**src/rtl/adc_scan_sched.sv**
```systemverilog
// rtl/adc_scan_sched.sv - periodic multi-channel ADC scan scheduler with valid/ready sample output
module adc_scan_sched #(
    parameter int PERIOD  = 50000,
    parameter int TIMEOUT = 1024,
    parameter int CH_W    = 3
) (
    input  logic                 iCLK,
    input  logic                 iRST,
    input  logic                 iEN,
    input  logic [2**CH_W-1:0]   iCH_MASK,
    output logic                 oCONV_GO,
    output logic [CH_W-1:0]      oCONV_CH,
    input  logic                 iCONV_DONE,
    input  logic [11:0]          iCONV_DATA,
    output logic                 oVALID,
    input  logic                 iREADY,
    output logic [11:0]          oDATA,
    output logic [CH_W-1:0]      oCH,
    output logic                 oFIRST,
    output logic                 oLAST,
    output logic                 oBUSY,
    output logic                 oOVERRUN,
    output logic                 oTIMEOUT
);

    localparam int NCH   = 2**CH_W;
    localparam int CNT_W = (PERIOD > 2) ? $clog2(PERIOD) : 1;
    localparam int TO_W  = (TIMEOUT > 2) ? $clog2(TIMEOUT) : 1;
    localparam logic [CNT_W-1:0] CNT_MAX = CNT_W'(PERIOD - 1);
    localparam logic [TO_W-1:0]  TO_MAX  = TO_W'(TIMEOUT - 1);

    typedef enum logic [2:0] {
        S_IDLE,
        S_SCAN,
        S_START,
        S_WAIT,
        S_PUSH
    } state_t;

    state_t           state_q, state_d;
    logic [CNT_W-1:0] cnt_q, cnt_d;
    logic             tick_q, tick_d;
    logic [NCH-1:0]   rem_q, rem_d;
    logic [CH_W-1:0]  conv_ch_q, conv_ch_d;
    logic [TO_W-1:0]  wait_q, wait_d;
    logic [11:0]      data_q, data_d;
    logic [CH_W-1:0]  och_q, och_d;
    logic             first_q, first_d;
    logic             last_q, last_d;
    logic             first_pend_q, first_pend_d;
    logic             is_first_q, is_first_d;
    logic             overrun_q, overrun_d;
    logic             timeout_q, timeout_d;

    logic [CH_W-1:0]  low_ch;
    logic             low_found;

    // Tick strobe is registered so it lands exactly PERIOD cycles after iEN rises.
    always_comb begin
        cnt_d  = '0;
        tick_d = 1'b0;
        if (iEN) begin
            if (cnt_q == CNT_MAX) begin
                tick_d = 1'b1;
            end else begin
                cnt_d = cnt_q + 1'b1;
            end
        end
    end

    // Lowest set bit of the remaining mask wins.
    always_comb begin
        low_ch    = '0;
        low_found = 1'b0;
        for (int i = NCH - 1; i >= 0; i--) begin
            if (rem_q[i]) begin
                low_ch    = CH_W'(i);
                low_found = 1'b1;
            end
        end
    end

    always_comb begin
        state_d      = state_q;
        rem_d        = rem_q;
        conv_ch_d    = conv_ch_q;
        wait_d       = wait_q;
        data_d       = data_q;
        och_d        = och_q;
        first_d      = first_q;
        last_d       = last_q;
        first_pend_d = first_pend_q;
        is_first_d   = is_first_q;
        overrun_d    = overrun_q;
        timeout_d    = timeout_q;

        if (tick_q && (state_q != S_IDLE)) begin
            overrun_d = 1'b1;
        end

        case (state_q)
            S_IDLE: begin
                if (tick_q && (iCH_MASK != '0)) begin
                    rem_d        = iCH_MASK;
                    first_pend_d = 1'b1;
                    state_d      = S_SCAN;
                end
            end
            S_SCAN: begin
                if (!low_found) begin
                    state_d = S_IDLE;
                end else begin
                    conv_ch_d    = low_ch;
                    rem_d        = rem_q & ~(NCH'(1) << low_ch);
                    is_first_d   = first_pend_q;
                    first_pend_d = 1'b0;
                    state_d      = S_START;
                end
            end
            S_START: begin
                wait_d  = '0;
                state_d = S_WAIT;
            end
            S_WAIT: begin
                if (iCONV_DONE) begin
                    data_d  = iCONV_DATA;
                    och_d   = conv_ch_q;
                    first_d = is_first_q;
                    last_d  = (rem_q == '0);
                    state_d = S_PUSH;
                end else if (wait_q == TO_MAX) begin
                    // Channel is dropped; the scan carries on with the rest.
                    timeout_d = 1'b1;
                    state_d   = S_SCAN;
                end else begin
                    wait_d = wait_q + 1'b1;
                end
            end
            S_PUSH: begin
                if (iREADY) begin
                    state_d = S_SCAN;
                end
            end
            default: begin
                state_d = S_IDLE;
            end
        endcase
    end

    always_ff @(posedge iCLK) begin
        if (iRST) begin
            state_q      <= S_IDLE;
            cnt_q        <= '0;
            tick_q       <= 1'b0;
            rem_q        <= '0;
            conv_ch_q    <= '0;
            wait_q       <= '0;
            data_q       <= '0;
            och_q        <= '0;
            first_q      <= 1'b0;
            last_q       <= 1'b0;
            first_pend_q <= 1'b0;
            is_first_q   <= 1'b0;
            overrun_q    <= 1'b0;
            timeout_q    <= 1'b0;
        end else begin
            state_q      <= state_d;
            cnt_q        <= cnt_d;
            tick_q       <= tick_d;
            rem_q        <= rem_d;
            conv_ch_q    <= conv_ch_d;
            wait_q       <= wait_d;
            data_q       <= data_d;
            och_q        <= och_d;
            first_q      <= first_d;
            last_q       <= last_d;
            first_pend_q <= first_pend_d;
            is_first_q   <= is_first_d;
            overrun_q    <= overrun_d;
            timeout_q    <= timeout_d;
        end
    end

    assign oCONV_GO = (state_q == S_START);
    assign oCONV_CH = conv_ch_q;
    assign oVALID   = (state_q == S_PUSH);
    assign oDATA    = data_q;
    assign oCH      = och_q;
    assign oFIRST   = first_q;
    assign oLAST    = last_q;
    assign oBUSY    = (state_q != S_IDLE);
    assign oOVERRUN = overrun_q;
    assign oTIMEOUT = timeout_q;

endmodule

```
**config.mk**
```make
export PLATFORM = sky130hd
export DESIGN_NAME = adc_scan_sched
export DESIGN_NICKNAME = d
export VERILOG_FILES = /design/src/rtl/adc_scan_sched.sv
export SDC_FILE = /design/constraint.sdc
export NUM_CORES = 1
export LEC_CHECK = 0
export BUFFER_PORTS_ARGS = -buffer_cell sky130_fd_sc_hd__buf_2
export CAP_MARGIN = 20
export CORE_UTILIZATION = 35
export DETAILED_ROUTE_END_ITERATION = 8
export REMOVE_ABC_BUFFERS = 1
export SKIP_LAST_GASP = 1
export SLEW_MARGIN = 10
export SYNTH_ARGS = -nofsm -noshare
export SYNTH_HDL_FRONTEND = slang
export SYNTH_SLANG_ARGS = --single-unit
export TNS_END_PERCENT = 20
```
**constraint.sdc**
```tcl
create_clock -name iCLK -period 5.35 [get_ports iCLK]
set_input_delay 0.535 -clock iCLK [delete_from_list [all_inputs] [get_ports iCLK]]
set_output_delay 0.535 -clock iCLK [all_outputs]
set_load 0.03 [all_outputs]
```
==> results.toml, run 1 <==
[run_status]
status = "finished, final reports clean"

[sta]
final.setup_skew_ns = 0.00630
setup_violations = 0
slew_headroom_pct = 45.1
finalCritPeriodShare_pct = 40.7
max_clock_freq_mhz = 459
rsz0062_at_grt = "false"
worst_pin_slew_ns = 0.818
slew_viol_final = 0
timing.final.hold_violations = 0
finalCriticalPeriod_ns = 2.18
setup_total_negative_slack_ns = 0

[clocking]
bufs_on_longest_clock_path = 2
clock_latency_ns = 0.34
maximum_level_of_the_cts_h_tree = 3
number_of_buffers_added_for_setup_after_cts = 0
tritoncts = "yes"
cts-root-buf = "clkbuf_8"
post_cts_hold_buffer_count = 0
cts.clk_slew.worst_paths_ns = 0.07
cts_num_sinks = 62
numCtsBuffers = 9
post_cts.resized_instances = 0

[drt]
num_vias = 2363
drt-wirelength-per-cell_microns = 12.5
detail-route-antenna-nets = 0
drt-vias-per-instance = 5.08
detail_route.first_pass.iterations = 4
drtIter0Drc = 141
remaining_drc_errors = 0
wirelength_microns = 5830

[logic_synthesis]
synth_top_cell_by_area = "dfxtp_1"
syn-instance-count = 317
cell_types_occupying_the_most_area_after_synthesis = "dfxtp_1 46%, a21oi_1 7.4%, nand2_1 6.5%"
synth.avg_cell_area_sq_um = 8.53
async_flop_share_pct = 0
commonest_cells_post_synth = "62 x dfxtp_1, 47 x nand2_1, 40 x a21oi_1"
synth.cell_area_sq_um = 2710
seq_cells_post_synth = 62
yosysSeqAreaShare_pct = 45.9
synth_cell_type_count = 48
post-synth-top-count-cell = "dfxtp_1"
synth_flop_cell = "dfxtp_1"
synth_edf_count = 0
post-synth-top-area-fraction_pct = 45.9
synthesis_warnings = 0

[critical_path]
worst_setup_path_end_kind = "primary output"
rr_startpoint = "state_q[1]"
worstSetupStartpointType = "flip-flop"
worstRegToRegCells = 6
cp_data_arrival_time_ns = 1.64
path_max_fanout = 9
reg2reg_slack_ns = 3.42
timing.critical_path.from = "state_q[2]"
worst_r2r_endpoint = "wait_q[4]"
crit_required_ns = 4.82
timing_worst_setup_path_type = "flip-flop to primary output"

[floorplan]
ios = 50
die_w_microns = 89.9
core_sq_um = 7370
initial_core_util_pct = 36.7
dieHeight_microns = 89.9
fp.dieArea_sq_um = 8080
fp-row-count = 31

[pwr]
share_seq_of_total_power_pct = 51.6
power-per-cell-area_nw_per_um2 = 279
vdd_drop_max_v = 0.000138
p_leak_nw = 1.18
share_of_power_burned_in_the_clock_network_pct = 46.1
internal_power_mw = 0.708
netSwitchingFraction_pct = 21.0
switchingPower_mw = 0.188
power.share.combinational_pct = 2.2
power_mw = 0.896

[global_routing]
number_of_antenna_violations_at_the_first_check_in_global_routing = 0
grt_first_pass_wirelength_microns = 9970
grt_pass1_vias = 2163
grt_overflow = 0
largest_net_degree_at_the_start_of_global_routing = 40
total_grt_usage_pct = 15.3

[layout]
antennaDiodeCount = 0
finish.cell_count_without_fillers = 465
area_growth_syn_to_fin_pct = 18.7
layout.core_utilization_pct = 43.6
post-route-cell-area_sq_um = 3210
post_layout_nets = 388
layout-drive-gt1-share_pct = 19.7

[placement]
finalWeightedCongestion = 0.770
hpwl_reported_at_the_end_of_detailed_placement_microns = 4020
portBuffers = 49
place_inst = 449
detailed_place.area_sq_um = 3010

[hold_path]
hp-start = "iCONV_DATA[5]"
hold_path_class = "input pin to flip-flop"
whs_path_depth = 3
endpoint_with_the_worst_hold_slack = "oDATA[5]"

[flow_run]
max-cap-violations = 0
## per-stage QoR
step | worst slack (ns) | hold slack [ns]
floorplan | 3.37 | 0.420
global placement | 3.02 | 0.439
finish | 3.17 | 0.424
global route | 3.05 | 0.416
detailed placement | 3.00 | 0.441
CTS | 3.18 | 0.414
## worst max-delay path by stage
stage          endpoint  slack (ns)  cells past startpoint
2_1_floorplan  rem_q[5]        3.37                      4
4_1_cts           oBUSY        3.18                      3
5_1_grt           oBUSY        3.05                      3
3_3_place_gp   rem_q[5]        3.02                      5
3_5_place_dp   rem_q[5]        3.00                      5
6_report          oBUSY        3.17                      3
## cell families (layout without fill, tap and decap cells)
logic type,after synthesis,in the layout,synth area share [%]
AO/OA/AOI/OAI,70,70,16.5
XOR/XNOR,12,12,3.89
adder cells (fa/ha/maj),2,2,0.925
buffers and inverters,24,73,3.65
flip-flops,62,62,45.9
multiplexers,2,2,0.740
AND/OR/NAND/NOR,145,145,28.4
## area by class of cell
type,instances,area (sq um)
Inverter,8,35.0
Tap cell,99,124
Clock inverter,4,45.0
Clock buffer,12,155
Multi-Input combinational cell,231,1370
Fill cell,752,4160
Timing Repair Buffer,49,245
Sequential cell,62,1240
## layout by cell type (no fill, tap or decap), types with 2 or more instances in the layout
cell,Yosys,layout
buf_2,3,49
xnor2_1,2,2
nor3_1,2,2
o21a_1,3,3
and2_1,2,2
nand3_1,21,21
o31a_1,4,4
o211ai_1,2,2
and3_1,3,3
nor3b_1,2,2
o31ai_1,4,4
nand4b_1,2,2
xor2_1,10,10
nand4_1,10,10
nor2_1,24,24
dfxtp_1,62,62
o311ai_0,2,2
nand2_1,47,47
nand2b_1,5,5
mux2i_1,2,2
inv_1,7,7
a31oi_1,2,2
and4_1,4,4
a21oi_1,40,40
ha_1,2,2
clkinv_2,0,3
or3_1,4,4
o21ai_0,4,4
clkbuf_8,0,11
nor4_1,3,3
or4_1,8,8
## flip-flops by register name, summed over array words and instances, names as in the netlist, 3 cells and up
| register | cells |
|---|---|
| state_q | 3 |
| cnt_q | 16 |
| rem_q | 8 |
| wait_q | 10 |
| oCH | 3 |
| oDATA | 12 |
| oCONV_CH | 3 |
## power by group through the flow
stage	logic (mW)	clock network, mW	registers, mW
2_1_floorplan	0.00491	0	0.473
3_3_place_gp	0.0203	0	0.473
3_5_place_dp	0.0205	0	0.473
4_1_cts	0.0205	0.427	0.463
5_1_grt	0.0229	0.450	0.462
6_report	0.0202	0.413	0.463
## per-layer routing
metal	routed length [microns]	GRT usage [%]
met1	2770	18.5
met3	296	5.25
met5	0	0
met2	2660	24.9
met4	94	6.18
## critical path, cell delays in order, from the launching register on
cell	delay (ns)
dfxtp_1	0.37
nor3_2	0.55
inv_1	0.16
buf_2	0.22
Note: power is estimated with default switching activity, not from simulation.
==> run 2: changes to the inputs <==
--- a/config.mk
+++ b/config.mk
@@ -5,6 +5,7 @@
 export SDC_FILE = /design/constraint.sdc
 export NUM_CORES = 1
 export LEC_CHECK = 0
+export ABC_AREA = 1
 export BUFFER_PORTS_ARGS = -buffer_cell sky130_fd_sc_hd__buf_2
 export CAP_MARGIN = 20
 export CORE_UTILIZATION = 35
==> constraint.sdc (replaced) <==
create_clock -name iCLK -period 2.2 [get_ports iCLK]
set_input_delay 0.22 -clock iCLK [delete_from_list [all_inputs] [get_ports iCLK]]
set_output_delay 0.22 -clock iCLK [all_outputs]
set_load 0.03 [all_outputs]
==> results.toml, run 2 <==
[clocking]
post_cts_hold_buffer_count = 0
cts_num_sinks = 62
cts.clk_slew.worst_paths_ns = 0.07
number_of_buffers_added_for_setup_after_cts = 0
maximum_level_of_the_cts_h_tree = 3
bufs_on_longest_clock_path = 2
cts-root-buf = "clkbuf_8"
numCtsBuffers = 9
clock_latency_ns = 0.34
post_cts.resized_instances = 0
tritoncts = "yes"

[logic_synthesis]
post-synth-top-count-cell = "nand2_1"
post-synth-top-area-fraction_pct = 43.2
synth.cell_area_sq_um = 2880
synth_flop_cell = "dfxtp_1"
synth_simple_gate_area_share_pct = 34.6
synth.mux.area_fraction_pct = 0
dominant_combinational_cell_family_by_area_after_synthesis = "simple AND/OR/NAND/NOR gates"
yosysSeqAreaShare_pct = 43.2
synth_edf_count = 0
post_synth_xor_area_fraction_pct = 0.305
synth_cell_type_count = 36
synth_compound_area_share_pct = 13.2
commonest_cells_post_synth = "88 x nand2_1, 62 x dfxtp_1, 47 x a21oi_1"
async_flop_share_pct = 0
seq_cells_post_synth = 62
syn-instance-count = 400
cell_types_occupying_the_most_area_after_synthesis = "dfxtp_1 43%, nand2_1 11%, a21oi_1 8.2%"
synth.avg_cell_area_sq_um = 7.19
post_synth_fa_ha_maj_area_fraction_pct = 0.870
synthesis_warnings = 0
synth_top_cell_by_area = "dfxtp_1"

[flow_run]
max-cap-violations = 0

[layout]
antennaDiodeCount = 0
post-route-cell-area_sq_um = 3430
finish.cell_count_without_fillers = 560
area_growth_syn_to_fin_pct = 19.1
final_cell_mix = "88 x nand2_1, 62 x dfxtp_1, 49 x buf_2"
layout_commonest_cell = "nand2_1"
max_flop_register = "cnt_q"
post_layout_nets = 480
largest_reg_flops = 16
layout-drive-gt1-share_pct = 20.7

[drt]
detail-route-antenna-nets = 0
drt-wirelength-per-cell_microns = 11.6
wirelength_microns = 6510
drtIter0Drc = 106
drt-vias-per-instance = 4.77
remaining_drc_errors = 0
detail_route.first_pass.iterations = 6
num_vias = 2669

[sta]
setup_total_negative_slack_ns = 0
postLayoutSetupSlackWorst_ns = 0.519
slew_headroom_pct = 58.7
timing.final.hold_violations = 0
slew_viol_final = 0
setup_violations = 0
finalCriticalPeriod_ns = 1.68
finalCritPeriodShare_pct = 76.4
rsz0062_at_grt = "false"
worst_pin_slew_ns = 0.617
final.setup_skew_ns = 0.00523
max_clock_freq_mhz = 595

[global_routing]
grt_first_pass_wirelength_microns = 11200
largest_net_degree_at_the_start_of_global_routing = 21
grt_overflow = 0
grt_pass1_vias = 2496
number_of_antenna_violations_at_the_first_check_in_global_routing = 0
total_grt_usage_pct = 16.5

[critical_path]
path_max_fanout = 15
worst_setup_path_end_kind = "flip-flop"
critical_path.n_buffers_inverters = 0
cp_slowest_stage_delay_ns = 0.43
timing_worst_setup_path_type = "flip-flop to flip-flop"
worstSetupStartpointType = "flip-flop"
worst_path_most_repeated_cell = "nand2_1"
crit_path_cell_trace = "ha_1, nand2_1, nor3_4, nand2_1, nand2_2, nand2_4, nand2_1, o21ai_0, a21oi_1"
cp_data_arrival_time_ns = 1.95
path_delay_family = "simple AND/OR/NAND/NOR gates"
crit_path_top_delay_cell = "dfxtp_1"
crit_required_ns = 2.47

[pwr]
p_leak_nw = 1.39
power-per-cell-area_nw_per_um2 = 642
vdd_drop_max_v = 0.000420

[floorplan]
fp.dieArea_sq_um = 8580
dieHeight_microns = 92.6
ios = 50
initial_core_util_pct = 36.6
core_sq_um = 7850
fp-row-count = 32
die_w_microns = 92.6

[placement]
place_inst = 544
place_ws_ns = 0.540
finalWeightedCongestion = 0.825
detailed_place.area_sq_um = 3230
portBuffers = 49
hpwl_reported_at_the_end_of_detailed_placement_microns = 4700

[hold_path]
hold_path_class = "input pin to flip-flop"

[run_status]
status = "finished, final reports clean"
-- run 2: changes by cell type after synthesis, moves of 5 or more --
cell	delta
a21oi_1	+7
clkbuf_1	-7
inv_1	+36
nand2_1	+41
nand2b_1	-5
nand3_1	+12
nand3b_1	+6
nor2_1	+21
nor3_1	+8
o21ai_0	+5
or4_1	-8
xor2_1	-9
-- run 2: per-stage QoR --
step	hold WS (ns)	power, mW	util (%)
global placement	0.439	1.22	41.1
CTS	0.136	2.23	43.7
global route	0.138	2.28	43.7
finish	0.149	2.20	43.7
detailed placement	0.450	1.22	41.1
floorplan	0.289	1.17	-
-- run 2: report_power, final --
group / total (mW) / leakage, nW / internal [mW] / switching [mW]
Sequential: 1.13 / 0.499 / 1.12 / 0.00172
Clock: 1.01 / 0.106 / 0.579 / 0.426
Combinational: 0.0680 / 0.789 / 0.0267 / 0.0413
Total: 2.20 / 1.39 / 1.73 / 0.469
-- run 2: worst reg2reg max path: cells and delay by family, from the launching register on --
family                   cells  cell delay [ns]
flip-flops                   1             0.43
adder cells (fa/ha/maj)      1             0.20
AND/OR/NAND/NOR              6             0.76
AO/OA/AOI/OAI                2             0.22
-- run 2: cells by family (layout without fill, tap and decap cells) --
logic type | Yosys count | after routing
buffers and inverters | 56 | 114
XOR/XNOR | 1 | 1
flip-flops | 62 | 62
AND/OR/NAND/NOR | 211 | 211
adder cells (fa/ha/maj) | 2 | 2
AO/OA/AOI/OAI | 68 | 68
-- run 2: path summary, 6_finish.rpt --
| path | from | to | slack [ns] | cells after the start |
|---|---|---|---|---|
| max | wait_q[0] | wait_q[5] | 0.52 | 9 |
| min | iCONV_DATA[4] | oDATA[4] | 0.15 | 3 |
| max reg2reg | wait_q[0] | wait_q[5] | 0.52 | 9 |
| min reg2reg | oDATA[8] | oDATA[8] | 0.46 | 2 |
-- run 2: area by class of cell --
| cell class | instances | area [sq um] |
|---|---|---|
| repair buffers | 53 | 275 |
| multi-input cells | 282 | 1410 |
| well taps | 102 | 128 |
| clock inverters | 4 | 45.0 |
| flip-flops and latches | 62 | 1240 |
| clock buffers | 12 | 155 |
| inverters | 45 | 171 |
| fillers | 861 | 4420 |
-- run 2: layer usage --
metal / vias to the layer above / track usage [%] / wire, microns
li1: 1419 / - / -
met5: - / 0 / 0
met3: 7 / 5.50 / 215
met2: 29 / 27.5 / 3080
met4: 0 / 4.74 / 60
met1: 1214 / 20.2 / 3160
==> run 3: changes to the inputs <==
==> constraint.sdc (replaced) <==
create_clock -name iCLK -period 1.49 [get_ports iCLK]
set_input_delay 0.149 -clock iCLK [delete_from_list [all_inputs] [get_ports iCLK]]
set_output_delay 0.149 -clock iCLK [all_outputs]
set_load 0.03 [all_outputs]
==> results.toml, run 3 (synthesized netlist as in run 2, its figures left out) <==
[critical_path]
timing_worst_setup_path_type = "flip-flop to flip-flop"
rr_startpoint = "cnt_q[0]"
crit_required_ns = 1.72
cp_data_arrival_time_ns = 1.74
worstRegToRegCells = 10
worst_setup_path_end_kind = "flip-flop"
worst_r2r_endpoint = "cnt_q[14]"
reg2reg_slack_ns = -0.02
path_max_fanout = 3
worstSetupStartpointType = "flip-flop"

[run_status]
violations = "negative setup slack"
status = "complete, but fails checks"

[global_routing]
total_grt_usage_pct = 17.8
largest_net_degree_at_the_start_of_global_routing = 19
grt_first_pass_wirelength_microns = 12000
number_of_antenna_violations_at_the_first_check_in_global_routing = 0
grt_pass1_vias = 2669
grt_overflow = 0

[layout]
finish.cell_count_without_fillers = 588
largest_reg_flops = 16
area_growth_syn_to_fin_pct = 32.0
final_cell_mix = "80 x nand2_1, 55 x dfxtp_1, 49 x buf_2"
antennaDiodeCount = 0
layout-drive-gt1-share_pct = 31.3
layout_commonest_cell = "nand2_1"
max_flop_register = "cnt_q"
post_layout_nets = 509

[floorplan]
initial_core_util_pct = 36.6
die_w_microns = 92.6
core_sq_um = 7850
dieHeight_microns = 92.6
fp-row-count = 32
fp.dieArea_sq_um = 8580
ios = 50

[clocking]
cts-root-buf = "clkbuf_8"
maximum_level_of_the_cts_h_tree = 3
tritoncts = "yes"
cts.clk_slew.worst_paths_ns = 0.07
cts_num_sinks = 62
numCtsBuffers = 9
bufs_on_longest_clock_path = 2
clock_latency_ns = 0.34

[sta]
timing.final.hold_violations = 0
finalCriticalPeriod_ns = 1.51
rsz0062_at_grt = "true"
postLayoutSetupSlackWorst_ns = -0.0186
max_clock_freq_mhz = 663
worst_pin_slew_ns = 0.367
finalCritPeriodShare_pct = 101
setup_violations = 2
slew_headroom_pct = 75.5
slew_viol_final = 0
final.setup_skew_ns = 0.0115

[placement]
portBuffers = 49
place_inst = 563
finalWeightedCongestion = 0.796
hpwl_reported_at_the_end_of_detailed_placement_microns = 5090

[pwr]
internal_power_mw = 2.72
power_mw = 3.44
netSwitchingFraction_pct = 20.7
switchingPower_mw = 0.711
power.share.combinational_pct = 3.2
p_leak_nw = 1.61
share_of_power_burned_in_the_clock_network_pct = 48.4
power-per-cell-area_nw_per_um2 = 905
vdd_drop_max_v = 0.000520
share_seq_of_total_power_pct = 48.4

[drt]
detail_route.first_pass.iterations = 5
num_vias = 2816
drt-wirelength-per-cell_microns = 12.3
wirelength_microns = 7210
drtIter0Drc = 112
remaining_drc_errors = 0
detail-route-antenna-nets = 0
drt-vias-per-instance = 4.79

[hold_path]
whs_path_depth = 3
hp-start = "iCONV_DATA[3]"
endpoint_with_the_worst_hold_slack = "oDATA[3]"
hold_path_class = "input pin to flip-flop"

[flow_run]
max-cap-violations = 0
-- run 3: cell types whose count changed in the layout (fill, tap and decap cells not counted), moves of 4 or more --
cell and change:
buf_4 +27, nor2_1 -5, inv_1 -4, nand2_1 -8, dfxtp_2 +7, nand2_2 +5, inv_2 +4, dfxtp_1 -7
-- run 3: power groups by stage --
stage | Combinational [mW] | Clock [mW] | Sequential (mW)
detailed placement | 0.104 | 0 | 1.70
global route | 0.121 | 1.77 | 1.66
CTS | 0.105 | 1.71 | 1.66
floorplan | 0.0330 | 0 | 1.70
global placement | 0.103 | 0 | 1.70
finish | 0.109 | 1.66 | 1.66
-- run 3: area by class of cell --
cell class | instances | area, sq um
clock inverter | 4 | 70.1
multi-input combinational | 283 | 1530
tap | 102 | 128
fill | 802 | 4050
timing repair buffer | 81 | 489
sequential | 62 | 1250
clock buffer | 11 | 151
inverter | 45 | 174
-- run 3: layer usage --
layer  GRT usage (%)  routed length [microns]  share of wire, %  up-vias
li1                -                        -                 -     1475
met1            20.8                     3330                46     1296
met2            31.0                     3530                49       36
met3            5.91                      250               3.5        9
met4            5.00                       99               1.4        0
met5               0                        0                 0        -
-- run 3: worst max-delay path, cell delays in order (launching register included) --
cell and delay (ns):
dfxtp_2 0.37, ha_4 0.13, nand2_1 0.06, inv_2 0.07, nand2_2 0.07, nor2_4 0.11
nand3_4 0.10, nor2_4 0.14, nand4_1 0.11, nor3_1 0.20, nor2_1 0.05
-- run 3: how the worst max path moves through the flow --
stage / start / to / cells past startpoint / slack (ns)
final: cnt_q[0] / cnt_q[14] / 10 / -0.02
after CTS: cnt_q[0] / cnt_q[14] / 10 / -0.03
after global placement: cnt_q[0] / cnt_q[14] / 10 / -0.02
after floorplan: state_q[1] / wait_q[8] / 7 / -0.18
after detailed placement: cnt_q[0] / cnt_q[14] / 10 / -0.06
after global routing: cnt_q[0] / cnt_q[14] / 10 / -0.13
-- run 3: through the flow --
stage | cell area [sq um] | hold WS (ns) | util (%) | worst slack, ns | TNS [ns]
2_1_floorplan | 2820 | 0.218 | - | -0.175 | -1.34
3_3_place_gp | 3370 | 0.423 | 42.9 | -0.0194 | -0.0194
3_5_place_dp | 3370 | 0.428 | 42.9 | -0.0609 | -0.160
4_1_cts | 3610 | 0.0605 | 46.0 | -0.0314 | -0.0714
5_1_grt | 3800 | 0.0601 | 48.4 | -0.127 | -0.668
6_report | 3800 | 0.0753 | 48.4 | -0.0186 | -0.0190
-- run 3: what timing repair did --
item | in CTS | in global routing
hold buffers | 0 | 0
gates cloned | 0 | 1
setup buffers | 1 | 8
pin swaps | 1 | 10
resized for setup | 3 | 39
endpoints found under the setup margin | 8 | 39
